**src/rtl/spi_burst_mem.sv**
```systemverilog
// spi_burst_mem: SPI-slave burst access to on-chip word memory.
// Macro SPI_BURST_MEM_ERR_CNT_EN enables the aborted-frame counter.

module spi_burst_mem #(
  parameter int DATA_WIDTH = 32,
  parameter int ADDR_WIDTH = 4,
  parameter int AUTO_INC   = 1
) (
  input  logic       clk,
  input  logic       reset_n,
  input  logic       ss,
  input  logic       sclk,
  input  logic       mosi,
  output logic       miso,
  output logic       busy,
  output logic       frame_done,
  output logic [7:0] err_count
);

  localparam int DEPTH = 2 ** ADDR_WIDTH;
  localparam int HW    = ADDR_WIDTH + 1;
  localparam int CW    = $clog2(DATA_WIDTH + HW + 1);

  localparam logic [CW-1:0] HDR_LAST  = CW'(HW - 1);
  localparam logic [CW-1:0] WORD_LAST = CW'(DATA_WIDTH - 1);

  typedef enum logic [1:0] {
    IDLE,
    HDR,
    WR,
    RD
  } state_t;

  state_t state_q;
  state_t state_d;

  logic ss_s1, ss_s2, ss_h;
  logic sclk_s1, sclk_s2, sclk_h;
  logic mosi_s1, mosi_s2, mosi_h;

  logic ss_fall, ss_rise;
  logic sclk_rise, sclk_fall;
  logic rise_ok, frame_end;
  logic hdr_end, word_end;

  logic [CW-1:0]         cnt_q;
  logic [HW-2:0]         hdr_q;
  logic [HW-1:0]         hdr_nxt;
  logic [ADDR_WIDTH-1:0] hdr_addr;
  logic [ADDR_WIDTH-1:0] addr_q;
  logic [ADDR_WIDTH-1:0] addr_adv;
  logic [DATA_WIDTH-1:0] rx_q;
  logic [DATA_WIDTH-1:0] rx_nxt;
  logic [DATA_WIDTH-1:0] tx_q;
  logic                  reload_q;
  logic                  wr_pend_q;
  logic                  frame_done_q;

  logic [DATA_WIDTH-1:0] mem [DEPTH];

  // Two-flop synchronisers plus a history flop for edge detection
  always_ff @(posedge clk or negedge reset_n) begin
    if (!reset_n) begin
      ss_s1   <= 1'b0;
      ss_s2   <= 1'b0;
      ss_h    <= 1'b0;
      sclk_s1 <= 1'b0;
      sclk_s2 <= 1'b0;
      sclk_h  <= 1'b0;
      mosi_s1 <= 1'b0;
      mosi_s2 <= 1'b0;
      mosi_h  <= 1'b0;
    end else begin
      ss_s1   <= ss;
      ss_s2   <= ss_s1;
      ss_h    <= ss_s2;
      sclk_s1 <= sclk;
      sclk_s2 <= sclk_s1;
      sclk_h  <= sclk_s2;
      mosi_s1 <= mosi;
      mosi_s2 <= mosi_s1;
      mosi_h  <= mosi_s2;
    end
  end

  assign ss_fall   = ss_h & ~ss_s2;
  assign ss_rise   = ~ss_h & ss_s2;
  assign sclk_rise = ~sclk_h & sclk_s2;
  assign sclk_fall = sclk_h & ~sclk_s2;

  // mosi_h is the level one clk before the detected rise: settled data
  assign rise_ok   = sclk_rise & ~ss_rise;
  assign frame_end = ss_rise & (state_q != IDLE);
  assign hdr_end   = rise_ok & (cnt_q == HDR_LAST);
  assign word_end  = rise_ok & (cnt_q == WORD_LAST);

  assign hdr_nxt  = {hdr_q, mosi_h};
  assign hdr_addr = hdr_nxt[ADDR_WIDTH-1:0];
  assign rx_nxt   = {rx_q[DATA_WIDTH-2:0], mosi_h};

  assign addr_adv = (AUTO_INC != 0)
                  ? addr_q + ADDR_WIDTH'(1)
                  : addr_q;

  // State register
  always_ff @(posedge clk or negedge reset_n) begin
    if (!reset_n) begin
      state_q <= IDLE;
    end else begin
      state_q <= state_d;
    end
  end

  // Next-state: ss rise ends any frame, header picks the data phase
  always_comb begin
    state_d = state_q;
    unique case (state_q)
      IDLE: begin
        if (ss_fall) begin
          state_d = HDR;
        end
      end
      HDR: begin
        if (frame_end) begin
          state_d = IDLE;
        end else if (hdr_end) begin
          state_d = hdr_nxt[HW-1] ? WR : RD;
        end
      end
      default: begin
        if (frame_end) begin
          state_d = IDLE;
        end
      end
    endcase
  end

  // Datapath: header/word shifting, address stepping, read reload
  always_ff @(posedge clk or negedge reset_n) begin
    if (!reset_n) begin
      cnt_q        <= '0;
      hdr_q        <= '0;
      addr_q       <= '0;
      rx_q         <= '0;
      tx_q         <= '0;
      reload_q     <= 1'b0;
      wr_pend_q    <= 1'b0;
      frame_done_q <= 1'b0;
    end else begin
      frame_done_q <= 1'b0;
      wr_pend_q    <= 1'b0;
      if (wr_pend_q) begin
        addr_q <= addr_adv;
      end
      if (frame_end) begin
        frame_done_q <= 1'b1;
        cnt_q        <= '0;
        hdr_q        <= '0;
        tx_q         <= '0;
        reload_q     <= 1'b0;
      end else begin
        unique case (state_q)
          IDLE: begin
            if (ss_fall) begin
              cnt_q <= '0;
              hdr_q <= '0;
            end
          end
          HDR: begin
            if (hdr_end) begin
              cnt_q  <= '0;
              hdr_q  <= '0;
              addr_q <= hdr_addr;
              if (!hdr_nxt[HW-1]) begin
                tx_q     <= mem[hdr_addr];
                reload_q <= 1'b1;
              end
            end else if (rise_ok) begin
              cnt_q <= cnt_q + CW'(1);
              hdr_q <= hdr_nxt[HW-2:0];
            end
          end
          WR: begin
            if (rise_ok) begin
              rx_q <= rx_nxt;
              if (word_end) begin
                cnt_q     <= '0;
                wr_pend_q <= 1'b1;
              end else begin
                cnt_q <= cnt_q + CW'(1);
              end
            end
          end
          default: begin
            if (word_end) begin
              cnt_q    <= '0;
              addr_q   <= addr_adv;
              reload_q <= 1'b1;
            end else if (rise_ok) begin
              cnt_q <= cnt_q + CW'(1);
            end
            if (sclk_fall) begin
              if (reload_q) begin
                tx_q     <= mem[addr_q];
                reload_q <= 1'b0;
              end else begin
                tx_q <= {tx_q[DATA_WIDTH-2:0], 1'b0};
              end
            end
          end
        endcase
      end
    end
  end

  // Storage: completed write word lands one clk after its last bit
  always_ff @(posedge clk) begin
    if (wr_pend_q) begin
      mem[addr_q] <= rx_q;
    end
  end

  assign miso       = (state_q == RD) & tx_q[DATA_WIDTH-1];
  assign busy       = (state_q != IDLE);
  assign frame_done = frame_done_q;

`ifdef SPI_BURST_MEM_ERR_CNT_EN
  logic       abort;
  logic [7:0] err_q;

  assign abort = frame_end & (cnt_q != '0);

  // Saturating count of frames ended mid-header or mid-word
  always_ff @(posedge clk or negedge reset_n) begin
    if (!reset_n) begin
      err_q <= 8'd0;
    end else if (abort && (err_q != 8'hFF)) begin
      err_q <= err_q + 8'd1;
    end
  end

  assign err_count = err_q;
`else
  assign err_count = 8'd0;
`endif

endmodule

```
**config.mk**
```make
export PLATFORM = sky130hd
export DESIGN_NAME = spi_burst_mem
export DESIGN_NICKNAME = d
export VERILOG_FILES = /design/src/rtl/spi_burst_mem.sv
export SDC_FILE = /design/constraint.sdc
export NUM_CORES = 1
export LEC_CHECK = 0
export ABC_CLOCK_PERIOD_IN_PS = 10730
export CELL_PAD_IN_SITES_DETAIL_PLACEMENT = 1
export CELL_PAD_IN_SITES_GLOBAL_PLACEMENT = 2
export CORE_ASPECT_RATIO = 1.2
export CORE_MARGIN = 4
export CORE_UTILIZATION = 42
export CTS_CLUSTER_DIAMETER = 50
export DETAILED_ROUTE_END_ITERATION = 6
export HOLD_SLACK_MARGIN = 0.15
export PLACE_DENSITY_LB_ADDON = 0.1
export SLEW_MARGIN = 20
export SYNTH_ARGS = -nofsm -noshare
export SYNTH_HDL_FRONTEND = slang
export SYNTH_SLANG_ARGS = --single-unit
export TNS_END_PERCENT = 30
```
**constraint.sdc**
```tcl
create_clock -name clk -period 10.73 [get_ports clk]
set_clock_uncertainty 0.05 [all_clocks]
set_input_delay 3.219 -clock clk [delete_from_list [all_inputs] [get_ports clk]]
set_output_delay 3.219 -clock clk [all_outputs]
set_load 0.05 [all_outputs]
```
; ---- Word level (Yosys, flattened, before mapping)
; Memories as Yosys holds them, arrays and structs flattened.
; Index checks and enable logic that the tools add are counted.
[word_totals]
mem_bits_rw = 512
out_inout_bits = 11
reg_bits = 92
n_memories = 1
[mem_list]
columns = memory, depth, word_bits, read_ports, rd_clocked_by_memory_dff, write_ports, line
row1 = mem, 16, 32, 2, 0, 1, 59  ; logic [DATA_WIDTH-1:0] mem [DEPTH];
[op_classes]
mux = 44
add_sub_neg = 2
bitwise = 15
n_reduce_logical = 11
n_eq_ne = 12
[ops]
columns = cell, count
row1 = $mux W32, 5
row2 = $pmux W32 S2, 1
row3 = $mux W6, 7
row4 = $mux W4, 8
row5 = $pmux W6 S3, 1
row6 = $pmux W4 S2, 2
row7 = $mux W1, 14
row8 = $ne A3 B3 Y1 const B, 4
row9 = $reduce_and A3 Y1, 4
row10 = $and A1 B1 Y1, 9
row11 = $mux W2, 4
row12 = $add A6 B1 Y6 const B, 1
row13 = $eq A6 B3 Y1 const B, 1
row14 = $eq A6 B5 Y1 const B, 1
row15 = $not A1 Y1, 6
row16 = $reduce_bool A3 Y1, 2
row17 = $add A4 B1 Y4 const B, 1
row18 = $eq A2 B2 Y1 const B, 2
row19 = $ne A4 B4 Y1 const B, 1
row20 = $pmux W2 S2, 1
row21 = $reduce_and A4 Y1, 1
row22 = $eq A2 B1 Y1 const B, 1
row23 = $logic_not A2 Y1, 1
row24 = $ne A2 B1 Y1 const B, 1
row25 = other kinds (5), 5

; ---- Longest topological paths before layout
; Gate-level depths: netlist of the first run.
[logic_depth]
ltp_word = 10
depth_mapped = 11

; ---- Least setup slack after synthesis of the first run
; Ideal clock, no wire load.
[synth_path]
kind = register to output
startpoint = register state_q[0]
endpoint = output miso
path_stages_with_launch = 4
required_ps = 7461
t_arrival_ps = 1266
n_path_buf = 2
setup_slack_ps = 6195
path_cell_list = dfrtp_1 clkbuf_1 clkbuf_1 and3_1
[synth_via]
elab_chain_cells = 2
[synth_rtl]
columns = item, line
row1 = start: declaration, 34  ; state_t state_q;
row2 = start signal: assignment, 110  ; state_q <= state_d;
row3 = $eq A2 B2 Y1, 223  ; assign miso = (state_q == RD) & tx_q[DATA_WIDTH-1];
row4 = $and A1 B1 Y1, 223
row5 = end: declaration, 14  ; output logic miso,
; Every way passes these cells.

; ---- Worst setup path after layout of the first run
[layout_path]
startpoint = register state_q[1]
endpoint = output busy
[layout_via]
elab_chain_cells = 1
[layout_rtl]
columns = item, line
row1 = $reduce_bool A2 Y1, 224  ; assign busy = (state_q != IDLE);
row2 = end: declaration, 15  ; output logic busy,
; Every way passes these cells.

==> run_results.csv, run 1 <==
group,metric,value,unit
run_status,outcome,"finished clean",
routing,first_iter_violations,1496,
placed_design,dpl_cell_area,0.0291,mm²
cts,cts-root-buf,"clkbuf_16",
routing,wl,88000,µm
final_layout,area_growth,11.7,%
final_layout,multiInputGateArea,0.00985,mm²
floorplanning,start_util,42.7,%
routing,first_pass_iters,5,
final_layout,stdcell_area,0.0315,mm²
floorplanning,rows,103,
cts,cts_buffers,72,
power_and_ir_drop,total_power,5.48,mW
cts,post_cts_buffers,0,
logic_synthesis,yosys_warnings,0,
final_layout,regArea,0.0177,mm²
hold_path,hp-class,"reg2reg",
sta,relSlewSlack,25.9,%
run,cap_violations,0,
logic_synthesis,ys_types,65,
logic_synthesis,ys.flop_type,"edfxtp_1",
worst_setup_path,required,7.46,ns
sta,min_period,5.90,ns
cts,insertion_delay,0.62,ns
power_and_ir_drop,p_leak,9.82,nW
cts,path_clk_slew,0.06,ns
power_and_ir_drop,worst_ir_drop_vdd,120,µV
floorplanning,dieArea,0.0714,mm²
logic_synthesis,netlist_area,0.0282,mm²
worst_setup_path,worst-path-max-fanout,18,
global_route,grt_max_degree,109,
global_route,grt_pass1_vias,18280,
routing,routedWlPerCell,32.8,µm
sta,period_share,55.0,%
final_layout,nets,1746,
placed_design,hpwlAfterDp,48100,µm
routing,drtAntennaViolNets,0,
global_route,antenna_found_initial,1,
worst_setup_path,end_kind,"primary output",
floorplanning,core_area,0.0661,mm²
cts,cts_tree,"yes",
logic_synthesis,synth_edf_count,512,
cts,holdBufCountCts,0,
cts,cts.sinks,604,
sta,tightest_slew,1.11,ns
final_layout,antennaDiodeCount,0,
worst_setup_path,critPathKind,"reg2out",
cts,htree_levels,3,
floorplanning,fp.dieH,292,µm
logic_synthesis,synth-seq-cells,604,
final_layout,nFillCells,6260,
worst_setup_path,startpoint_type,"register",
logic_synthesis,syn_avg_cell_area,16.2,µm²
sta,fmax,169,MHz
logic_synthesis,ys_seq_area_share,62.7,%
routing,drc,0,
worst_setup_path,arrival,2.64,ns
power_and_ir_drop,power_density,174,mW/mm²
global_route,grt_usage,24.6,%
floorplanning,die_width,245,µm
cts,clk_path_buf_depth,3,
sta,slew_violations,0,
floorplanning,ios,16,
global_route,gr-total-overflow,0,
routing,via_per_inst,6.27,
cts,cts_resized,0,
final_layout,layout-drive-gt1-share,24.4,%
logic_synthesis,synthArstFlopShare,15.2,%
global_route,grt_pass1_wl,127000,µm
sta,setup_viol,0,
routing,vias,16841,
sta,timing.setup.tns,0,ns
final_layout,final_core_util,47.7,%
sta,hold_slack,0.300,ns
logic_synthesis,syn_inst,1738,
placed_design,gpl.final_weighted_congestion,0.770,
sta,hold_viol,0,
placed_design,io_buffers,7,
sta,rsz0062_at_grt,"no",
==> final cells by class <==
cell class,count,share of cell area [%]
clock buffer,91,6.31
multi-input combinational,991,31.3
tap,892,3.54
sequential,604,56.1
clock inverter,42,1.23
timing repair buffer,53,1.35
inverter,13,0.155
==> path summary, 6_finish.rpt <==
check | from | end | slack (ns) | depth (start not counted)
setup / recovery | state_q[1] | busy | 4.83 | 3
hold / removal | mosi_s2 | mosi_h | 0.30 | 0
setup reg to reg | addr_q[0] | tx_q[24] | 6.68 | 7
hold reg to reg | mosi_s2 | mosi_h | 0.30 | 0
max in group asynchronous | reset_n | addr_q[0] | 6.73 | 2
min in group asynchronous | reset_n | rx_q[0] | 2.60 | 1
==> worst max-delay path: stages, from the launching register on <==
cell and delay, ns:
dfrtp_1 0.68, inv_1 0.34, nand2_1 0.18, clkdlybuf4s50_1 0.82
==> report_power, final <==
part | total [mW] | leakage, nW | internal (mW) | switching [mW]
clock | 2.45 | 1.16 | 1.45 | 1.01
combinational | 0.454 | 3.06 | 0.175 | 0.280
sequential | 2.57 | 5.60 | 2.52 | 0.0450
total | 5.48 | 9.82 | 4.14 | 1.33
==> flip-flops by register name, summed over array words and instances (netlist names) <==
signal / flops
hdr_q: 4
mosi_s1: 1
ss_h: 1
sclk_s2: 1
rx_q: 32
frame_done: 1
addr_q: 4
ss_s1: 1
sclk_s1: 1
cnt_q: 6
mem: 512
reload_q: 1
wr_pend_q: 1
sclk_h: 1
state_q: 2
tx_q: 32
mosi_h: 1
ss_s2: 1
mosi_s2: 1
==> cells in the final DEF (no fill, tap or decap), types with 10 or more instances in the layout <==
cell type	Yosys	final
buf_4	25	46
clkbuf_1	45	11
clkbuf_16	0	75
o32ai_1	19	19
nor3_1	26	22
nor2_2	9	10
edfxtp_1	512	512
o221ai_1	12	12
nor2_1	101	87
clkinv_2	0	16
nand2_1	67	64
o22ai_1	79	79
mux2i_1	232	232
a22oi_1	12	12
dfrtp_1	92	86
inv_1	12	12
mux4_2	154	154
o31ai_2	19	19
mux2_2	52	52
nor2_4	0	13
o21ai_0	36	36
a21oi_1	24	24
==> synthesized netlist by cell type (8+ instances only) <==
library cell	count	area share [%]
nand2b_1	10	0.22
buf_1	8	0.11
buf_2	44	0.78
nor3_1	26	0.46
nor2_1	101	1.3
o22ai_1	79	1.8
mux2_2	52	2.1
edfxtp_1	512	55
mux4_2	154	12
or4_1	9	0.24
inv_1	12	0.16
nor2b_1	8	0.18
mux2i_1	232	8.2
a21oi_1	24	0.43
nand2_1	67	0.89
buf_4	25	0.67
o31ai_2	19	0.84
buf_6	11	0.44
o221ai_1	12	0.37
clkbuf_1	45	0.60
o21ai_0	36	0.64
dfrtp_1	92	8.2
nor2_2	9	0.20
o21ai_1	9	0.16
o2111ai_1	9	0.28
a22oi_1	12	0.32
o32ai_1	19	0.59
==> cell families after synthesis <==
kind of cell             Yosys count  share of synthesized area [%]
AO/OA/AOI/OAI                    270                           6.91
multiplexers                     438                           22.6
AND/OR/NAND/NOR                  267                           4.45
buffers and inverters            150                           3.03
other                              1                         0.0133
adder cells (fa/ha/maj)            6                          0.266
XOR/XNOR                           2                         0.0621
flip-flops                       604                           62.7
==> stage by stage <==
stage | setup WS (ns) | instances
global placement | 5.53 | 2553
finish | 4.83 | 2686
detailed placement | 5.48 | 2553
CTS | 4.80 | 2686
floorplan | 6.20 | 1745
global route | 4.73 | 2686
==> routing by layer <==
metal / track usage, % / wire (µm) / up-vias / part of all wire [%]
li1: - / - / 7044 / -
met1: 33.2 / 37200 / 9079 / 42
met2: 41.3 / 43300 / 551 / 49
met3: 3.73 / 4730 / 167 / 5.4
met4: 8.21 / 2900 / 0 / 3.3
met5: 0 / 0 / - / 0
No activity file was read; power rests on OpenSTA's default activity.
==> run 2, diff against run 1 <==
Settings changed: ABC_CLOCK_PERIOD_IN_PS 10730 to 5760.
Clock period 10.73 ns to 5.76 ns, I/O delays scaled along.
==> run 2 against run 1 <==
  * Via count fell by 0.55%
  * Count of clock-buffer cells in the layout stayed put
  * Core utilization grew 0.20 points
  * Clock power increased by 91%
  * Die area is the same
  * Critical path depth did not move
  * Global-route usage is 0.43 points higher
  * Register-to-register slack worse by 4.5 ns
  * Final cell count increased by 0.37%
  * Sequential power grew 86%
  * Wire length rose by 1.5%
  * Sequential cell count unchanged
  * Critical path type unchanged
  * Critical endpoint unchanged
  * Largest power group unchanged
==> run_results.csv, run 2 (same netlist as run 1, synthesis figures left out) <==
group,metric,value,unit
sta,period_share,75.8,%
global_route,antenna_found_initial,0,
power_and_ir_drop,switching_share,24.4,%
final_layout,nets,1754,
global_route,grt_usage,25.1,%
cts,post_cts_buffers,0,
global_route,grt_pass1_vias,17866,
floorplanning,rows,103,
final_layout,layout_commonest_cell,"edfxtp_1",
final_layout,mostFrequentLayoutCells,"edfxtp_1, mux2i_1, mux4_2",
global_route,grt_max_degree,103,
cts,insertion_delay,0.62,ns
final_layout,antennaDiodeCount,0,
worst_setup_path,startpoint,"state_q[1]",
worst_setup_path,arrival,2.59,ns
sta,setup_viol,0,
cts,cts_buffers,73,
cts,cts.sinks,604,
routing,first_pass_iters,5,
placed_design,gpl.final_weighted_congestion,0.779,
final_layout,layout-drive-gt1-share,24.7,%
cts,clk_path_buf_depth,3,
power_and_ir_drop,power_density,324,mW/mm²
cts,cts_tree,"yes",
routing,wl,89400,µm
worst_setup_path,startpoint_type,"register",
global_route,gr-total-overflow,0,
worst_setup_path,end_kind,"primary output",
placed_design,io_buffers,7,
routing,drc,0,
sta,hold_viol,0,
sta,rsz0062_at_grt,"no",
power_and_ir_drop,power.switching,2.50,mW
worst_setup_path,critPathKind,"reg2out",
sta,timing.setup.tns,0,ns
worst_setup_path,worst-path-max-fanout,18,
sta,relSlewSlack,27.2,%
sta,tightest_slew,1.09,ns
power_and_ir_drop,internal_power,7.76,mW
power_and_ir_drop,p_leak,9.67,nW
final_layout,nFillCells,6241,
routing,via_per_inst,6.21,
cts,cts-root-buf,"clkbuf_16",
cts,path_clk_slew,0.06,ns
final_layout,largestRegisters,"mem: 512 flops, rx_q: 32 flops, tx_q: 32 flops",
routing,first_iter_violations,1486,
floorplanning,ios,16,
cts,cts_resized,0,
floorplanning,die_width,245,µm
final_layout,top_register,"mem",
power_and_ir_drop,seqPwrFrac,46.7,%
routing,drtAntennaViolNets,0,
sta,fmax,229,MHz
routing,vias,16749,
cts,htree_levels,3,
floorplanning,dieArea,0.0714,mm²
power_and_ir_drop,total_power,10.3,mW
power_and_ir_drop,worst_ir_drop_vdd,252,µV
final_layout,largest_register_ffs,512,
power_and_ir_drop,clock_power_share,45.5,%
floorplanning,start_util,42.7,%
placed_design,hpwlAfterDp,51100,µm
floorplanning,core_area,0.0661,mm²
global_route,grt_pass1_wl,129000,µm
worst_setup_path,reg2reg_from,"addr_q[1]",
sta,slew_violations,0,
run_status,outcome,"finished clean",
cts,holdBufCountCts,0,
routing,routedWlPerCell,33.2,µm
sta,min_period,4.36,ns
hold_path,hp-class,"reg2reg",
hold_path,hp-start,"ss_s1",
final_layout,area_growth,12.2,%
run,cap_violations,0,
worst_setup_path,required,3.98,ns
power_and_ir_drop,combPwrFrac,7.8,%
floorplanning,fp.dieH,292,µm
==> run 2: cell types whose count changed in the layout (fill, tap and decap cells not counted), sizes merged <==
cell,change
bufinv,+1
inv,+4
clkinvlp,-2
buf,+7
==> run 2: worst max-delay path, stage by stage (launching register included) <==
cell	delay [ns]
dfrtp_1	0.67
inv_1	0.32
nand2_1	0.18
clkdlybuf4s50_1	0.81
==> run 2: layout make-up <==
class	count	area [µm²]	area share, %
multi-input combinational	991	9850	31.1
clock inverter	45	460	1.46
inverter	13	48.8	0.154
timing repair buffer	60	503	1.59
tap	892	1120	3.53
sequential	604	17700	55.9
clock buffer	91	1980	6.25
==> run 2: metal layers <==
| metal | routed length (µm) | up-vias | track usage [%] | share of wire, % |
|---|---|---|---|---|
| met5 | 0 | - | 0 | 0 |
| met4 | 2740 | 0 | 8.31 | 3.1 |
| met3 | 4300 | 137 | 3.50 | 4.8 |
| met2 | 45000 | 480 | 42.4 | 50 |
| met1 | 37400 | 9036 | 33.6 | 42 |
| li1 | - | 7096 | - | - |
==> run 2: metrics by stage <==
stage,utilization (%),cell area [µm²],hold WS [ns],cells,worst slack (ns)
after detailed placement,44.2,29200,0.292,2560,2.03
final,47.9,31600,0.302,2696,1.40
after floorplan,-,28200,0.281,1745,1.48
after CTS,47.9,31600,0.305,2696,1.36
after global placement,44.2,29200,0.284,2560,2.05
after global routing,47.9,31600,0.312,2696,1.26
==> run 2: power groups by stage <==
stage | Clock, mW | Sequential (mW) | Combinational [mW]
floorplan | 0 | 4.81 | 0.621
global placement | 0 | 4.88 | 0.805
detailed placement | 0 | 4.88 | 0.807
CTS | 4.76 | 4.79 | 0.810
global route | 4.97 | 4.80 | 0.852
finish | 4.67 | 4.79 | 0.806
==> run 2: final timing paths <==
| kind | end | slack, ns | cells after the start |
|---|---|---|---|
| max | busy | 1.40 | 3 |
| min | ss_s2 | 0.30 | 0 |
| max reg2reg | mem[9][18] | 2.22 | 6 |
| min reg2reg | ss_s2 | 0.30 | 0 |
| max in group asynchronous | rx_q[14] | 3.51 | 2 |
| min in group asynchronous | rx_q[29] | 1.12 | 1 |
==> run 3, diff against run 2 <==
Settings changed: ABC_CLOCK_PERIOD_IN_PS 5760 to 4050.
Clock period 5.76 ns to 4.05 ns, I/O delays scaled along.
==> run 3 against run 2 <==
  * Clock power increased by 43%
  * Critical path depth unchanged
  * Combinational power up 55%
  * Count of clock-buffer cells in the layout is 4 higher
  * Design area increased by 1.5%
  * Sequential power grew 42%
  * Core utilization increased by 0.72 points
  * Sequential share of layout area decreased by 0.83 points
  * Die area did not move
  * Critical endpoint unchanged
  * Largest power group unchanged
==> run_results.csv, run 3 (same netlist as run 1, synthesis figures left out) <==
group,metric,value,unit
run_status,outcome,"finished clean",
final_layout,nets,1779,
global_route,grt_usage,25.2,%
power_and_ir_drop,internal_power,11.2,mW
floorplanning,die_width,245,µm
sta,period_share,90.8,%
floorplanning,start_util,42.7,%
routing,drc,0,
placed_design,io_buffers,7,
sta,relSlewSlack,40.6,%
cts,clk_path_buf_depth,3,
routing,wl,90000,µm
hold_path,whs_endpoint,"mosi_h",
cts,post_cts_buffers,0,
routing,first_iter_violations,1416,
worst_setup_path,arrival,2.41,ns
cts,insertion_delay,0.61,ns
cts,holdBufCountCts,0,
final_layout,largestRegisters,"mem: 512 flops, rx_q: 32 flops, tx_q: 32 flops",
hold_path,hold_depth,0,
sta,timing.setup.tns,0,ns
power_and_ir_drop,switching_share,23.9,%
floorplanning,rows,103,
routing,routedWlPerCell,33.1,µm
global_route,grt_pass1_vias,18127,
worst_setup_path,reg2reg_from,"addr_q[0]",
sta,setup_viol,0,
placed_design,gpl.final_weighted_congestion,0.787,
hold_path,hp-class,"reg2reg",
worst_setup_path,rr_worst_depth,6,
cts,cts-root-buf,"clkbuf_16",
sta,rsz0062_at_grt,"no",
final_layout,largest_register_ffs,512,
global_route,gr-total-overflow,0,
power_and_ir_drop,clock_power_share,45.4,%
routing,first_pass_iters,5,
final_layout,stdcell_area,0.0321,mm²
worst_setup_path,critPathMaxStageDelay,0.81,ns
worst_setup_path,crit_buf_inv,2,
worst_setup_path,slowest_stage,"clkdlybuf4s50_1",
routing,vias,16958,
floorplanning,core_area,0.0661,mm²
power_and_ir_drop,p_leak,10.2,nW
worst_setup_path,required,2.78,ns
cts,cts_tree,"yes",
global_route,grt_max_degree,56,
routing,via_per_inst,6.24,
final_layout,antennaDiodeCount,0,
worst_setup_path,critPathKind,"reg2out",
placed_design,dpl_cell_area,0.0297,mm²
sta,hold_viol,0,
power_and_ir_drop,power.switching,3.52,mW
cts,cts_buffers,72,
sta,slew_violations,0,
cts,htree_levels,3,
final_layout,mostFrequentLayoutCells,"edfxtp_1, mux2i_1, mux4_2",
sta,tightest_slew,0.888,ns
cts,cts_resized,0,
power_and_ir_drop,power_density,459,mW/mm²
power_and_ir_drop,combPwrFrac,8.5,%
sta,fmax,272,MHz
hold_path,hp-start,"mosi_s2",
worst_setup_path,startpoint_type,"register",
worst_setup_path,worst-path-max-fanout,17,
power_and_ir_drop,seqPwrFrac,46.1,%
cts,cts.sinks,604,
sta,min_period,3.68,ns
worst_setup_path,cp_top_family,"buffers and inverters",
final_layout,area_growth,13.9,%
final_layout,layout-drive-gt1-share,25.3,%
worst_setup_path,rrSetupSlack,1.19,ns
worst_setup_path,path_cells,"inv_1, nand2_1, clkdlybuf4s50_1",
final_layout,top_register,"mem",
global_route,antenna_found_initial,0,
global_route,grt_pass1_wl,130000,µm
routing,drtAntennaViolNets,0,
worst_setup_path,r2r-end,"tx_q[18]",
run,cap_violations,0,
worst_setup_path,end_kind,"primary output",
floorplanning,fp.dieH,292,µm
floorplanning,ios,16,
placed_design,hpwlAfterDp,51500,µm
power_and_ir_drop,worst_ir_drop_vdd,444,µV
final_layout,layout_commonest_cell,"edfxtp_1",
floorplanning,dieArea,0.0714,mm²
cts,path_clk_slew,0.06,ns
==> run 3: changes by cell type in the layout (fill, tap and decap cells not counted), moves of 4 or more <==
cell,delta
buf_12,+20
inv_6,-7
buf_4,+6
clkinv_2,-5
clkinv_1,+4
==> run 3: power groups by stage <==
stage	registers (mW)	logic (mW)	clock network, mW
after floorplan	6.83	0.920	0
final	6.80	1.25	6.68
after global placement	6.92	1.25	0
after detailed placement	6.93	1.25	0
after global routing	6.80	1.32	7.10
after CTS	6.80	1.26	6.83
==> run 3: routing by layer <==
metal | part of all wire [%] | vias to the layer above | global-route usage, %
met5 | 0 | - | 0
met4 | 2.6 | 0 | 6.77
met3 | 4.8 | 134 | 3.66
met2 | 51 | 489 | 43.5
met1 | 42 | 9217 | 33.6
li1 | - | 7118 | -
==> run 3: worst register-to-register path: stages (launching register included) <==
cell and delay (ns):
dfrtp_4 0.85, buf_12 0.45, mux2i_1 0.34, o22ai_1 0.10
or4_1 0.51, o32ai_1 0.34, o31ai_2 0.09
==> run 3: layout make-up <==
class,instances,area [µm²]
clock buffer,95,2040
clock inverter,38,422
fill,6219,34000
inverter,13,48.8
multi-input combinational,991,9850
sequential,604,17700
tap,892,1120
timing repair buffer,86,948
==> run 3: through the flow <==
step                      setup WS (ns)  total power, mW  hold slack (ns)  instances  utilization [%]
final                             0.374             14.7            0.296       2719             48.6
after global routing              0.275             15.2            0.303       2719             48.6
after CTS                         0.344             14.9            0.298       2719             48.6
after detailed placement           1.01             8.18            0.286       2586             44.9
after global placement             1.08             8.17            0.282       2586             44.9
after floorplan                  -0.222             7.75            0.281       1745                -
==> run 3: worst max path at each step <==
stage                           from        end  slack, ns  cells past startpoint
final                     state_q[0]       busy       0.37                      3
after global routing      state_q[0]       busy       0.28                      3
after CTS                 state_q[0]       busy       0.34                      3
after detailed placement  state_q[0]       busy       1.01                      3
after global placement    state_q[0]       busy       1.08                      3
after floorplan            addr_q[0]  mem[2][0]      -0.22                      9
